===== config.mk =====
export PLATFORM = sky130hd
export DESIGN_NAME = addfloat_reduce_flat
export DESIGN_NICKNAME = d
export VERILOG_FILES = /design/src/rtl/addfloat_reduce_if.sv /design/src/rtl/addfloat_reduce.sv /design/src/flat_wrapper.sv
export SDC_FILE = /design/constraint.sdc
export NUM_CORES = 1
export LEC_CHECK = 0
export ABC_AREA = 0
export CORE_MARGIN = 2
export CORE_UTILIZATION = 44
export DETAILED_ROUTE_END_ITERATION = 7
export PLACE_DENSITY = 0.59
export SYNTH_ARGS = -nofsm -noshare
export SYNTH_HDL_FRONTEND = slang
export SYNTH_HIERARCHICAL = 1
export SYNTH_SLANG_ARGS = --single-unit

===== constraint.sdc =====
create_clock -name clock -period 40.7 [get_ports clock]
set_clock_uncertainty 0.05 [all_clocks]
set_input_delay 8.14 -clock clock [delete_from_list [all_inputs] [get_ports clock]]
set_output_delay 8.14 -clock clock [all_outputs]
set_load 0.02 [all_outputs]

===== src/rtl/addfloat_reduce_if.sv =====
// rtl/addfloat_reduce_if.sv - run call bus (req/busy/return) for addfloat_reduce
interface addfloat_reduce_if #(
    parameter int CH = 4
);
    localparam int CNT_W = $clog2(CH + 1);

    logic                i_run_req;
    logic                i_run_mode;
    logic [CNT_W-1:0]    i_run_count;
    logic [32*CH-1:0]    i_run_input;
    logic                o_run_busy;
    logic                o_run_done;
    logic [31:0]         o_run_return;

    modport master (
        output i_run_req, i_run_mode, i_run_count, i_run_input,
        input  o_run_busy, o_run_done, o_run_return
    );

    modport slave (
        input  i_run_req, i_run_mode, i_run_count, i_run_input,
        output o_run_busy, o_run_done, o_run_return
    );
endinterface


===== src/rtl/addfloat_reduce.sv =====
// rtl/addfloat_reduce.sv - serially adds/subtracts the first N of CH float operands onto BIAS
module addfloat_reduce #(
    parameter int          CH      = 4,
    parameter int          ADD_LAT = 5,
    parameter logic [31:0] BIAS    = 32'h3fa66666
) (
    input logic              clock,
    input logic              reset,
    input logic              ce,
    addfloat_reduce_if.slave run
);
    localparam int CNT_W  = $clog2(CH + 1);
    localparam int WAIT_W = (ADD_LAT > 1) ? $clog2(ADD_LAT) : 1;

    typedef enum logic [2:0] {
        S_IDLE,
        S_ISSUE,
        S_WAIT,
        S_CAPTURE,
        S_DONE
    } state_t;

    state_t             state;
    logic [CNT_W-1:0]   idx;
    logic [CNT_W-1:0]   n_op;
    logic               mode;
    logic [32*CH-1:0]   ops;
    logic [31:0]        acc;
    logic [31:0]        port_a;
    logic [31:0]        port_b;
    logic [WAIT_W-1:0]  cnt;
    logic               busy;
    logic               done;
    logic [31:0]        ret;
    logic [31:0]        x_cur;
    logic [31:0]        ip_result;

    always_comb begin
        x_cur = ops[31:0];
        for (int i = 1; i < CH; i++) begin
            if (idx == CNT_W'(i)) x_cur = ops[32*i +: 32];
        end
    end

    always_ff @(posedge clock) begin
        if (reset) begin
            state  <= S_IDLE;
            idx    <= '0;
            n_op   <= '0;
            mode   <= 1'b0;
            ops    <= '0;
            acc    <= '0;
            port_a <= '0;
            port_b <= '0;
            cnt    <= '0;
            busy   <= 1'b0;
            done   <= 1'b0;
            ret    <= '0;
        end else if (ce) begin
            done <= 1'b0;
            case (state)
                S_IDLE: begin
                    if (run.i_run_req) begin
                        ops   <= run.i_run_input;
                        mode  <= run.i_run_mode;
                        n_op  <= (run.i_run_count > CNT_W'(CH)) ? CNT_W'(CH) : run.i_run_count;
                        acc   <= BIAS;
                        idx   <= '0;
                        busy  <= 1'b1;
                        state <= (run.i_run_count == '0) ? S_DONE : S_ISSUE;
                    end
                end
                S_ISSUE: begin
                    // flipping the operand sign turns the adder into a subtractor
                    port_a <= acc;
                    port_b <= {x_cur[31] ^ mode, x_cur[30:0]};
                    cnt    <= '0;
                    state  <= S_WAIT;
                end
                S_WAIT: begin
                    cnt <= cnt + WAIT_W'(1);
                    if (cnt == WAIT_W'(ADD_LAT - 1)) state <= S_CAPTURE;
                end
                S_CAPTURE: begin
                    acc   <= ip_result;
                    idx   <= idx + CNT_W'(1);
                    state <= (idx == n_op - CNT_W'(1)) ? S_DONE : S_ISSUE;
                end
                S_DONE: begin
                    ret   <= acc;
                    done  <= 1'b1;
                    busy  <= 1'b0;
                    state <= S_IDLE;
                end
                default: state <= S_IDLE;
            endcase
        end
    end

    assign run.o_run_busy   = busy;
    assign run.o_run_done   = done;
    assign run.o_run_return = ret;

    add_float #(.LAT(ADD_LAT)) u_add (
        .aclk          (clock),
        .aclken        (ce),
        .A_AXI_A       (port_a),
        .S_AXIS_B      (port_b),
        .S_AXIS_RESULT (ip_result)
    );
endmodule

// Pipelined single-precision adder, round-to-nearest-even, result LAT enabled cycles after the inputs.
module add_float #(
    parameter int LAT = 5
) (
    input  logic        aclk,
    input  logic        aclken,
    input  logic [31:0] A_AXI_A,
    input  logic [31:0] S_AXIS_B,
    output logic [31:0] S_AXIS_RESULT
);
    function automatic logic [31:0] fadd(input logic [31:0] a, input logic [31:0] b);
        logic [31:0] x, y;
        logic [7:0]  ex, ey;
        logic [26:0] mx, my, ym;
        logic [27:0] s;
        logic [9:0]  e, d, sh;
        logic [4:0]  lz;
        logic        found, up;
        logic [24:0] m;
        if (a[30:0] >= b[30:0]) begin
            x = a; y = b;
        end else begin
            x = b; y = a;
        end
        if (x[30:23] == 8'hff) begin
            if (x[22:0] != 23'd0 || (y[30:0] == x[30:0] && x[31] != y[31])) return 32'h7fc00000;
            return x;
        end
        ex = (x[30:23] == 8'd0) ? 8'd1 : x[30:23];
        ey = (y[30:23] == 8'd0) ? 8'd1 : y[30:23];
        mx = {x[30:23] != 8'd0, x[22:0], 3'b000};
        my = {y[30:23] != 8'd0, y[22:0], 3'b000};
        d  = {2'b00, ex} - {2'b00, ey};
        // align the smaller operand; bits shifted out collapse into the sticky bit
        if (d > 10'd26) begin
            ym = {26'd0, |my};
        end else begin
            ym    = my >> d[4:0];
            ym[0] = ym[0] | (|(my & ~(27'h7ffffff << d[4:0])));
        end
        s = (x[31] == y[31]) ? ({1'b0, mx} + {1'b0, ym}) : ({1'b0, mx} - {1'b0, ym});
        if (s == 28'd0) return {x[31] & y[31], 31'd0};
        e = {2'b00, ex};
        if (s[27]) begin
            s = {1'b0, s[27:2], s[1] | s[0]};
            e = e + 10'd1;
        end else begin
            lz    = 5'd0;
            found = 1'b0;
            for (int i = 26; i >= 0; i--) begin
                if (s[i]) found = 1'b1;
                else if (!found) lz = lz + 5'd1;
            end
            sh = ({5'd0, lz} < e - 10'd1) ? {5'd0, lz} : e - 10'd1;
            s  = s << sh;
            e  = e - sh;
        end
        up = s[2] & (s[1] | s[0] | s[3]);
        m  = {1'b0, s[26:3]} + {24'd0, up};
        if (m[24]) begin
            m = m >> 1;
            e = e + 10'd1;
        end
        if (e >= 10'd255) return {x[31], 8'hff, 23'd0};
        return {x[31], m[23] ? e[7:0] : 8'd0, m[22:0]};
    endfunction

    logic [31:0] pipe [LAT];

    always_ff @(posedge aclk) begin
        if (aclken) begin
            pipe[0] <= fadd(A_AXI_A, S_AXIS_B);
            for (int i = 1; i < LAT; i++) pipe[i] <= pipe[i-1];
        end
    end

    assign S_AXIS_RESULT = pipe[LAT-1];
endmodule

===== src/flat_wrapper.sv =====
// flat-port wrapper written by rule: the top's interface ports become plain ports
module addfloat_reduce_flat 
#(
    parameter int          CH      = 4,
    parameter int          ADD_LAT = 5,
    parameter logic [31:0] BIAS    = 32'h3fa66666
)
  (clock, reset, ce, run_i_run_req, run_i_run_mode, run_i_run_count, run_i_run_input, run_o_run_busy, run_o_run_done, run_o_run_return);
  addfloat_reduce_if #(.CH(CH)) run_i ();
  input logic clock;
  input logic reset;
  input logic ce;
  input wire logic [$bits(run_i.i_run_req)-1:0] run_i_run_req;
  input wire logic [$bits(run_i.i_run_mode)-1:0] run_i_run_mode;
  input wire logic [$bits(run_i.i_run_count)-1:0] run_i_run_count;
  input wire logic [$bits(run_i.i_run_input)-1:0] run_i_run_input;
  output wire logic [$bits(run_i.o_run_busy)-1:0] run_o_run_busy;
  output wire logic [$bits(run_i.o_run_done)-1:0] run_o_run_done;
  output wire logic [$bits(run_i.o_run_return)-1:0] run_o_run_return;
  assign run_i.i_run_req = run_i_run_req;
  assign run_i.i_run_mode = run_i_run_mode;
  assign run_i.i_run_count = run_i_run_count;
  assign run_i.i_run_input = run_i_run_input;
  assign run_o_run_busy = run_i.o_run_busy;
  assign run_o_run_done = run_i.o_run_done;
  assign run_o_run_return = run_i.o_run_return;
  addfloat_reduce #(.CH(CH), .ADD_LAT(ADD_LAT), .BIAS(BIAS)) u_core (.clock(clock), .reset(reset), .ce(ce), .run(run_i));
endmodule

Yosys cells after proc, flatten, opt, wreduce, memory -nomap -nowiden
Memories as Yosys holds them, arrays and structs flattened. Cells that the tools add are included.

Memories kept: 1. Output and inout bits: 34. Register bits after elaboration: 271. Memory bits (writable): 160. Logic and storage cells: 463. Bits of input ports: 136.

Memories: u_core.u_add.pipe (depth 5, width 32, read ports 5, clocked after memory_dff 0, write ports 5, RTL line addfloat_reduce.sv:180) `logic [31:0] pipe [LAT];`.

Add/sub/neg operators: 37. Equality and inequality tests: 15. Mux-type cells: 359. Magnitude comparators: 5. Shift operators: 3. Reduce and logical (&&, ||, !) cells: 22. Bitwise gates (word level): 9.

Operators by type and width (count): $mux 5 (160); $mux 32 (17); $mux 27 (7); $mux 1 (147); $add 5x1->5 const B (26); $mux 24 (4); $mux 10 (9); $pmux 32 s2 (1); $eq 31x31->1 (1); $ge 31x31->1 (1); $add 27x27->28 (1); $logic_not 28->1 (1); $mux 28 (1); $shl 28x10->27 (1); $sub 27x27->28 (1); $and 27x27->27 (1); $not 27->27 (1); $reduce_or 27->1 (1); $shl 27x5->27 const A (1); $shr 27x5->27 (1); $add 24x1->25 (1); $mux 8 (3); $reduce_or 24->1 (1); $reduce_bool 23->1 (1); other kinds (35) (61).

Logic depth before layout (Yosys ltp)
Gate-level depths: netlist (run 1).

Depth after elaboration: 229. Depth in mapped cells: 154. Mapped depth without buffers: 145.

By module
The synthesis (run 1) kept the hierarchy.

By module, submodules not included: add_float (area an instance 20659.8 µm², times used 1, cells each 2581, seq. area each 4804.6 µm²); addfloat_reduce (area an instance 10719.0 µm², times used 1, cells each 1348, seq. area each 5425.2 µm²).

Least setup slack after synthesis (run 1)
OpenSTA, ideal clock, no wires.

Kind: register to register. From: reg u_core.port_b[26]. To: mem u_core.u_add.pipe[0][22], data pin. Clock period less this slack: 30.036 ns. Setup time: 0.257 ns. Required time: 40.393 ns. Setup slack: 10.664 ns. Stages on the path, launching flop included: 144. Path buffers: 14. Arrival: 29.729 ns. Path through: dfxtp_1 inv_1 ha_1 nand4_1 nor4_4 nand3_1 and4_1 buf_4 nand2_2 buf_2 buf_1 buf_1 clkbuf_1 buf_1 a21boi_0 inv_1 fa_1 buf_2 [... 108 more ...] o31ai_1 mux2i_1 inv_1 clkbuf_1 clkbuf_1 ha_1 a21o_1 a21oi_1 o21ai_0 nand3_1 a31oi_1 xnor2_1 or3b_2 nor4_2 mux2_1 o211a_1 buf_2 a32o_1.

RTL lines: start, declared (RTL line addfloat_reduce.sv:30) `logic [31:0] port_b;`; start signal, assigned (RTL line addfloat_reduce.sv:76) `port_b <= {x_cur[31] ^ mode, x_cur[30:0]};`; end, declared (RTL line addfloat_reduce.sv:180).

==> impl_metrics.json, run 1 <==
{
  "status": "finished clean",
  "wl_mm": 107,
  "cts_tree": "done",
  "htree_levels": 2,
  "place_congestion": 0.996,
  "r2r-start": "u_core/port_b[26]$_SDFFE_PP0P_",
  "syn_to_final_growth_pct": 11.3,
  "synth_area_leaders": "dfxtp_1 (17%), edfxtp_1 (15%), nand2_1 (8.2%)",
  "slowest_stage": "or4b_2",
  "critPathLaunchType": "flop",
  "antenna_found_initial": 2,
  "fin_tns_setup_ps": 0,
  "hold_path_end": "u_core/u_add/pipe[0][156]$_DFFE_PP_",
  "post_cts_buffers": 0,
  "track_usage": 0.283,
  "whs_ps": 343,
  "root_buffer": "clkbuf_16",
  "finalSetupViolCount": 0,
  "fp.dieH_um": 271,
  "grt_pass1_vias": 27400,
  "grt_max_degree": 119,
  "fin_crit_sh": 0.871,
  "nNetsFinal": 4202,
  "via_per_inst": 5.98,
  "cts_buffers": 46,
  "r2r_end": "u_core/u_add/pipe[0][17]$_DFFE_PP_",
  "synth-main-ff-cell": "dfxtp_1",
  "yosys-top-cells-count": "nand2_1 (682), a21oi_1 (454), nor2_1 (337)",
  "wl_per_cell_um": 21.7,
  "arrival_ps": 35750,
  "synth_edf_count": 160,
  "max_freq_mhz": 28.2,
  "ys_types": 123,
  "clk_latency_ps": 590,
  "grt-ovfl-total": 0,
  "firstDrtPassIters": 6,
  "tightest_slew_ps": 1140,
  "hold_depth": 0,
  "start_util": 0.447,
  "syn-instance-count": 3929,
  "finalHoldViolCount": 0,
  "cts.path.max_buffers": 3,
  "ios": 170,
  "required_ps": 40980,
  "fillerInstances": 6909,
  "cap_violations": 0,
  "slew_headroom": 0.237,
  "yosysSeqAreaShare": 0.326,
  "rows": 97,
  "reg2regPathDepth": 136,
  "hp-start": "u_core/u_add/pipe[0][124]$_DFFE_PP_",
  "critical_path.max_stage_delay_ps": 640,
  "cts_resized": 0,
  "rsz0062_at_grt": "false",
  "yosysMostFrequentCell": "nand2_1",
  "path_max_fanout": 44,
  "antenna_left": 0,
  "syn_area_sq_mm": 0.0314,
  "drc_errors": 0,
  "r2r_slack_ps": 5230,
  "synth_seq_cells": 431,
  "avgSynthCellArea_sq_um": 7.99,
  "cts_hold_buf": 0,
  "drive_above_1_share": 0.0733,
  "drt-initial-drc-count": 3075,
  "async_reset_ff_frac": 0,
  "fp.coreArea_sq_mm": 0.0703,
  "portBuffers": 169,
  "crit_type": "reg -> reg",
  "die-area_sq_mm": 0.0735,
  "period_minus_slack_ps": 35470,
  "hpwl_mm": 79.5,
  "critPathMostFrequentCell": "ha_1",
  "die_x_um": 271,
  "synth_top_area_frac": 0.173,
  "hold_class": "reg -> reg",
  "syn-num-nets": 4198,
  "grt_first_pass_wirelength_mm": 164,
  "slew_viol_final": 0,
  "yosysWarnings": 6,
  "clk_pin_slew_ps": 60,
  "cts_num_sinks": 431,
  "yosys.area.top_type": "dfxtp_1",
  "via_count": 29400,
  "critPathCaptureType": "flop"
}
==> metal layers <==
| layer | share of wire | global-route usage |
|---|---|---|
| met1 | 0.44 | 0.391 |
| met2 | 0.45 | 0.451 |
| met4 | 0.028 | 0.0788 |
| met5 | 0.00051 | 0.00526 |
| met3 | 0.076 | 0.0496 |
==> final cells by class <==
type                    count  area (sq um)  area share
clock inverters            22           224     0.00642
diodes                      1          2.50   0.0000717
well taps                 940          1180      0.0337
flip-flops and latches    431         10200       0.293
multi-input cells        3061         19200       0.551
inverters                 158           593      0.0170
clock buffers              61          1260      0.0360
repair buffers            235          2190      0.0628
==> how the worst max path moves through the flow <==
stage / start / end / cells after the start
2_1_floorplan: u_core/port_b[26]$_SDFFE_PP0P_ / u_core/u_add/pipe[0][22]$_DFFE_PP_ / 143
5_1_grt: u_core/port_b[26]$_SDFFE_PP0P_ / u_core/u_add/pipe[0][13]$_DFFE_PP_ / 139
3_3_place_gp: u_core/port_b[26]$_SDFFE_PP0P_ / u_core/u_add/pipe[0][17]$_DFFE_PP_ / 137
6_report: u_core/port_b[26]$_SDFFE_PP0P_ / u_core/u_add/pipe[0][17]$_DFFE_PP_ / 136
4_1_cts: u_core/port_b[26]$_SDFFE_PP0P_ / u_core/u_add/pipe[0][1]$_DFFE_PP_ / 136
3_5_place_dp: u_core/port_b[26]$_SDFFE_PP0P_ / u_core/u_add/pipe[0][1]$_DFFE_PP_ / 136
==> sequential cells by signal, summed over array words and instances (netlist names) <==
name and cells:
u_core/acc 32, u_core/cnt 3, u_core/idx 3, u_core/mode 1
u_core/n_op 3, u_core/ops 128, u_core/port_a 32, u_core/port_b 32
u_core/run.o_run_busy 1, u_core/run.o_run_done 1, u_core/run.o_run_return 32, u_core/state 3
u_core/u_add/pipe 160
==> logic make-up after synthesis <==
group,after synthesis,synth area share
multiplexers,199,0.0731
buffers and inverters,437,0.0644
flip-flops,431,0.326
XOR/XNOR,115,0.0398
AND/OR/NAND/NOR,1521,0.222
AO/OA/AOI/OAI,1089,0.219
adder cells (fa/ha/maj),137,0.0550
==> per-stage QoR <==
step	cell area (sq um)	std cells	utilization	setup slack [ps]
floorplan	31400	3929	-	10660
global placement	33400	4825	0.476	6370
detailed placement	33400	4825	0.476	5830
CTS	34900	4908	0.497	5680
global route	34900	4909	0.497	2700
finish	34900	4909	0.497	5230
==> layout by cell type, fill, tap and decap left out, drive strengths merged, types with 12 or more instances in the layout <==
cell and instances:
a211o 42, a211oi 71, a21o 37, a21oi 455, a22oi 16, a31oi 30
and2 33, and3 47, buf 67, clkbuf 62, clkdlybuf4s50 167, clkinv 18
dfxtp 271, edfxtp 160, ha 130, inv 158, mux2 29, mux2i 150
mux4 20, nand2 685, nand2b 22, nand3 94, nand4 31, nor2 340
nor2b 25, nor3 98, nor3b 13, nor4 37, o211ai 43, o21a 21
o21ai 191, o21bai 15, o22ai 14, o31a 12, o31ai 12, or2 28
or3 25, xnor2 72, xor2 31
==> worst max-delay path, delay by kind of cell, from the launching register on <==
family                     cells  cell delay [ps]
buffers and inverters          9             2400
AOI/OAI and AO/OA             44             9340
DFF                            1              550
and+or+nand+nor               37             8340
muxes                         14             4020
adders and majority gates     26             8470
xor gates and xnor gates       6             1900
Power of run 1 is not shown: default switching activity piles up to over one toggle a cycle in this logic, so the estimate is an artifact.
==> run 2, diff against run 1 <==
CTS_CLUSTER_SIZE = 14   (was not set)
PLACE_DENSITY = 0.61   (was 0.59)
clock period = 29.9 ns   (was 40.7 ns; I/O delays follow)
==> run 2 against run 1 <==
Effect of this change: final cell count up 3.6%; global-route usage up 0.64 points; die area unchanged; flip-flop and latch count unchanged; register-to-register slack worse by 4200 ps; utilization up 2.7 points; non-clock buffer count up 173; cell area up 5.4%; critical path depth up 1; wire length up 4.1%; critical endpoint is now u_core/u_add/pipe[0][0]$_DFFE_PP_.
==> impl_metrics.json, run 2 (same netlist as run 1, synthesis figures left out) <==
{
  "status": "finished clean",
  "r2r_slack_ps": 1050,
  "root_buffer": "clkbuf_16",
  "arrival_ps": 29120,
  "htree_levels": 2,
  "fin_crit_sh": 0.965,
  "cts.path.max_buffers": 3,
  "antenna_left": 0,
  "grt-ovfl-total": 0,
  "nNetsFinal": 4376,
  "critPathMostFrequentCell": "ha_1",
  "critPathLaunchType": "flop",
  "dp_slack_ps": -169,
  "drc_errors": 0,
  "finalHoldViolCount": 0,
  "slew_headroom": 0.272,
  "grt_max_degree": 121,
  "hold_class": "reg -> reg",
  "hold_path_end": "u_core/u_add/pipe[0][71]$_DFFE_PP_",
  "drive_above_1_share": 0.136,
  "rows": 97,
  "crit_type": "reg -> reg",
  "required_ps": 30170,
  "hp-start": "u_core/u_add/pipe[0][39]$_DFFE_PP_",
  "most-common-layout-cells": "nand2_1 (679), a21oi_1 (442), nor2_1 (330), dfxtp_1 (260), buf_4 (228)",
  "cap_violations": 0,
  "finalSetupViolCount": 0,
  "syn_to_final_growth_pct": 17.3,
  "place_congestion": 1.03,
  "reg_top3": "u_core/u_add/pipe: 160 flops, u_core/ops: 128 flops",
  "layout_setup_ws_ps": 1050,
  "largest_reg_flops": 160,
  "clk_pin_slew_ps": 60,
  "die_x_um": 271,
  "grt_first_pass_wirelength_mm": 168,
  "drt-initial-drc-count": 3323,
  "slew_viol_final": 0,
  "critPathCaptureType": "flop",
  "fp.dieH_um": 271,
  "clk_latency_ps": 580,
  "portBuffers": 169,
  "tightest_slew_ps": 1090,
  "final_common_cell": "nand2_1",
  "track_usage": 0.289,
  "fp.coreArea_sq_mm": 0.0703,
  "fin_cells": 5084,
  "r2r_end": "u_core/u_add/pipe[0][0]$_DFFE_PP_",
  "max_freq_mhz": 34.7,
  "cts_hold_buf": 0,
  "ff_latch_area_sq_mm": 0.0103,
  "period_minus_slack_ps": 28850,
  "firstDrtPassIters": 6,
  "via_per_inst": 6.00,
  "slowest_stage": "a21oi_1",
  "critical_path.max_stage_delay_ps": 730,
  "multi_input_area_sq_mm": 0.0197,
  "fillerInstances": 6782,
  "wl_per_cell_um": 21.8,
  "cts_tree": "done",
  "reg2regPathDepth": 137,
  "via_count": 30500,
  "fin_util": 0.524,
  "start_util": 0.447,
  "cts_num_sinks": 431,
  "grt_pass1_vias": 28300,
  "antenna_found_initial": 1,
  "post-place-cells": 4968,
  "r2r-start": "u_core/port_b[5]$_SDFFE_PP0P_",
  "regMostFlops": "u_core/u_add/pipe",
  "cts_buffers": 44,
  "hpwl_mm": 83.8,
  "hold_depth": 0,
  "die-area_sq_mm": 0.0735,
  "path_max_fanout": 18,
  "wl_mm": 111,
  "ios": 170
}
## run 2: changes by cell type in the layout (fill, tap and decap cells not counted), moves of 11 or more
cell / before / now
buf_4: 66 / 228
o21ai_0: 176 / 151
o21ai_1: 11 / 28
inv_1: 153 / 140
inv_2: 3 / 15
a21oi_1: 453 / 442
a21oi_2: 2 / 13
dfxtp_1: 271 / 260
## run 2: timing repair
action,CTS,global route
buffers inserted,0,30
gates cloned,0,3
pin swaps,0,47
gates resized for setup,5,158
endpoints found under the setup margin,31,31
## run 2: routing by layer
metal / wire length [um] / global-route usage
met1: 49300 / 0.408
met2: 50500 / 0.459
met3: 8540 / 0.0477
met4: 2700 / 0.0698
met5: 0 / 0
## run 2: worst max-delay path by stage
stage                                        start                                  to  slack (ps)  cells past startpoint
floorplan            u_core/port_b[2]$_SDFFE_PP0P_  u_core/u_add/pipe[0][22]$_DFFE_PP_         100                    144
global placement    u_core/port_b[24]$_SDFFE_PP0P_  u_core/u_add/pipe[0][17]$_DFFE_PP_         420                    138
detailed placement  u_core/port_b[24]$_SDFFE_PP0P_   u_core/u_add/pipe[0][1]$_DFFE_PP_        -170                    136
CTS                 u_core/port_b[24]$_SDFFE_PP0P_   u_core/u_add/pipe[0][1]$_DFFE_PP_          70                    138
global route         u_core/port_b[2]$_SDFFE_PP0P_  u_core/u_add/pipe[0][17]$_DFFE_PP_        -190                    139
finish               u_core/port_b[5]$_SDFFE_PP0P_   u_core/u_add/pipe[0][0]$_DFFE_PP_        1050                    137
## run 2: final cells by class
class,count,area share
antenna,1,0.0000680
clock buffer,68,0.0345
clock inverter,14,0.00605
inverter,158,0.0162
multi-input combinational,3064,0.536
sequential,431,0.279
tap,940,0.0320
timing repair buffer,408,0.0970
## run 2: per-stage QoR
stage,hold slack [ps],instance area [sq um],TNS (ps)
CTS,360,36000,0
global placement,350,34500,0
global route,367,36800,-4760
detailed placement,355,34500,-3100
floorplan,350,31400,0
finish,361,36800,0
## run 2: critical path: cells and delay by family, from the launching register on
| family | cells | cell delay, ps |
|---|---|---|
| buffers and inverters | 10 | 1120 |
| muxes | 18 | 4150 |
| xor gates and xnor gates | 1 | 180 |
| AOI/OAI and AO/OA | 49 | 8980 |
| and+or+nand+nor | 31 | 5310 |
| DFF | 1 | 390 |
| adders and majority gates | 28 | 8430 |
Power of run 2 is left out for the same reason.
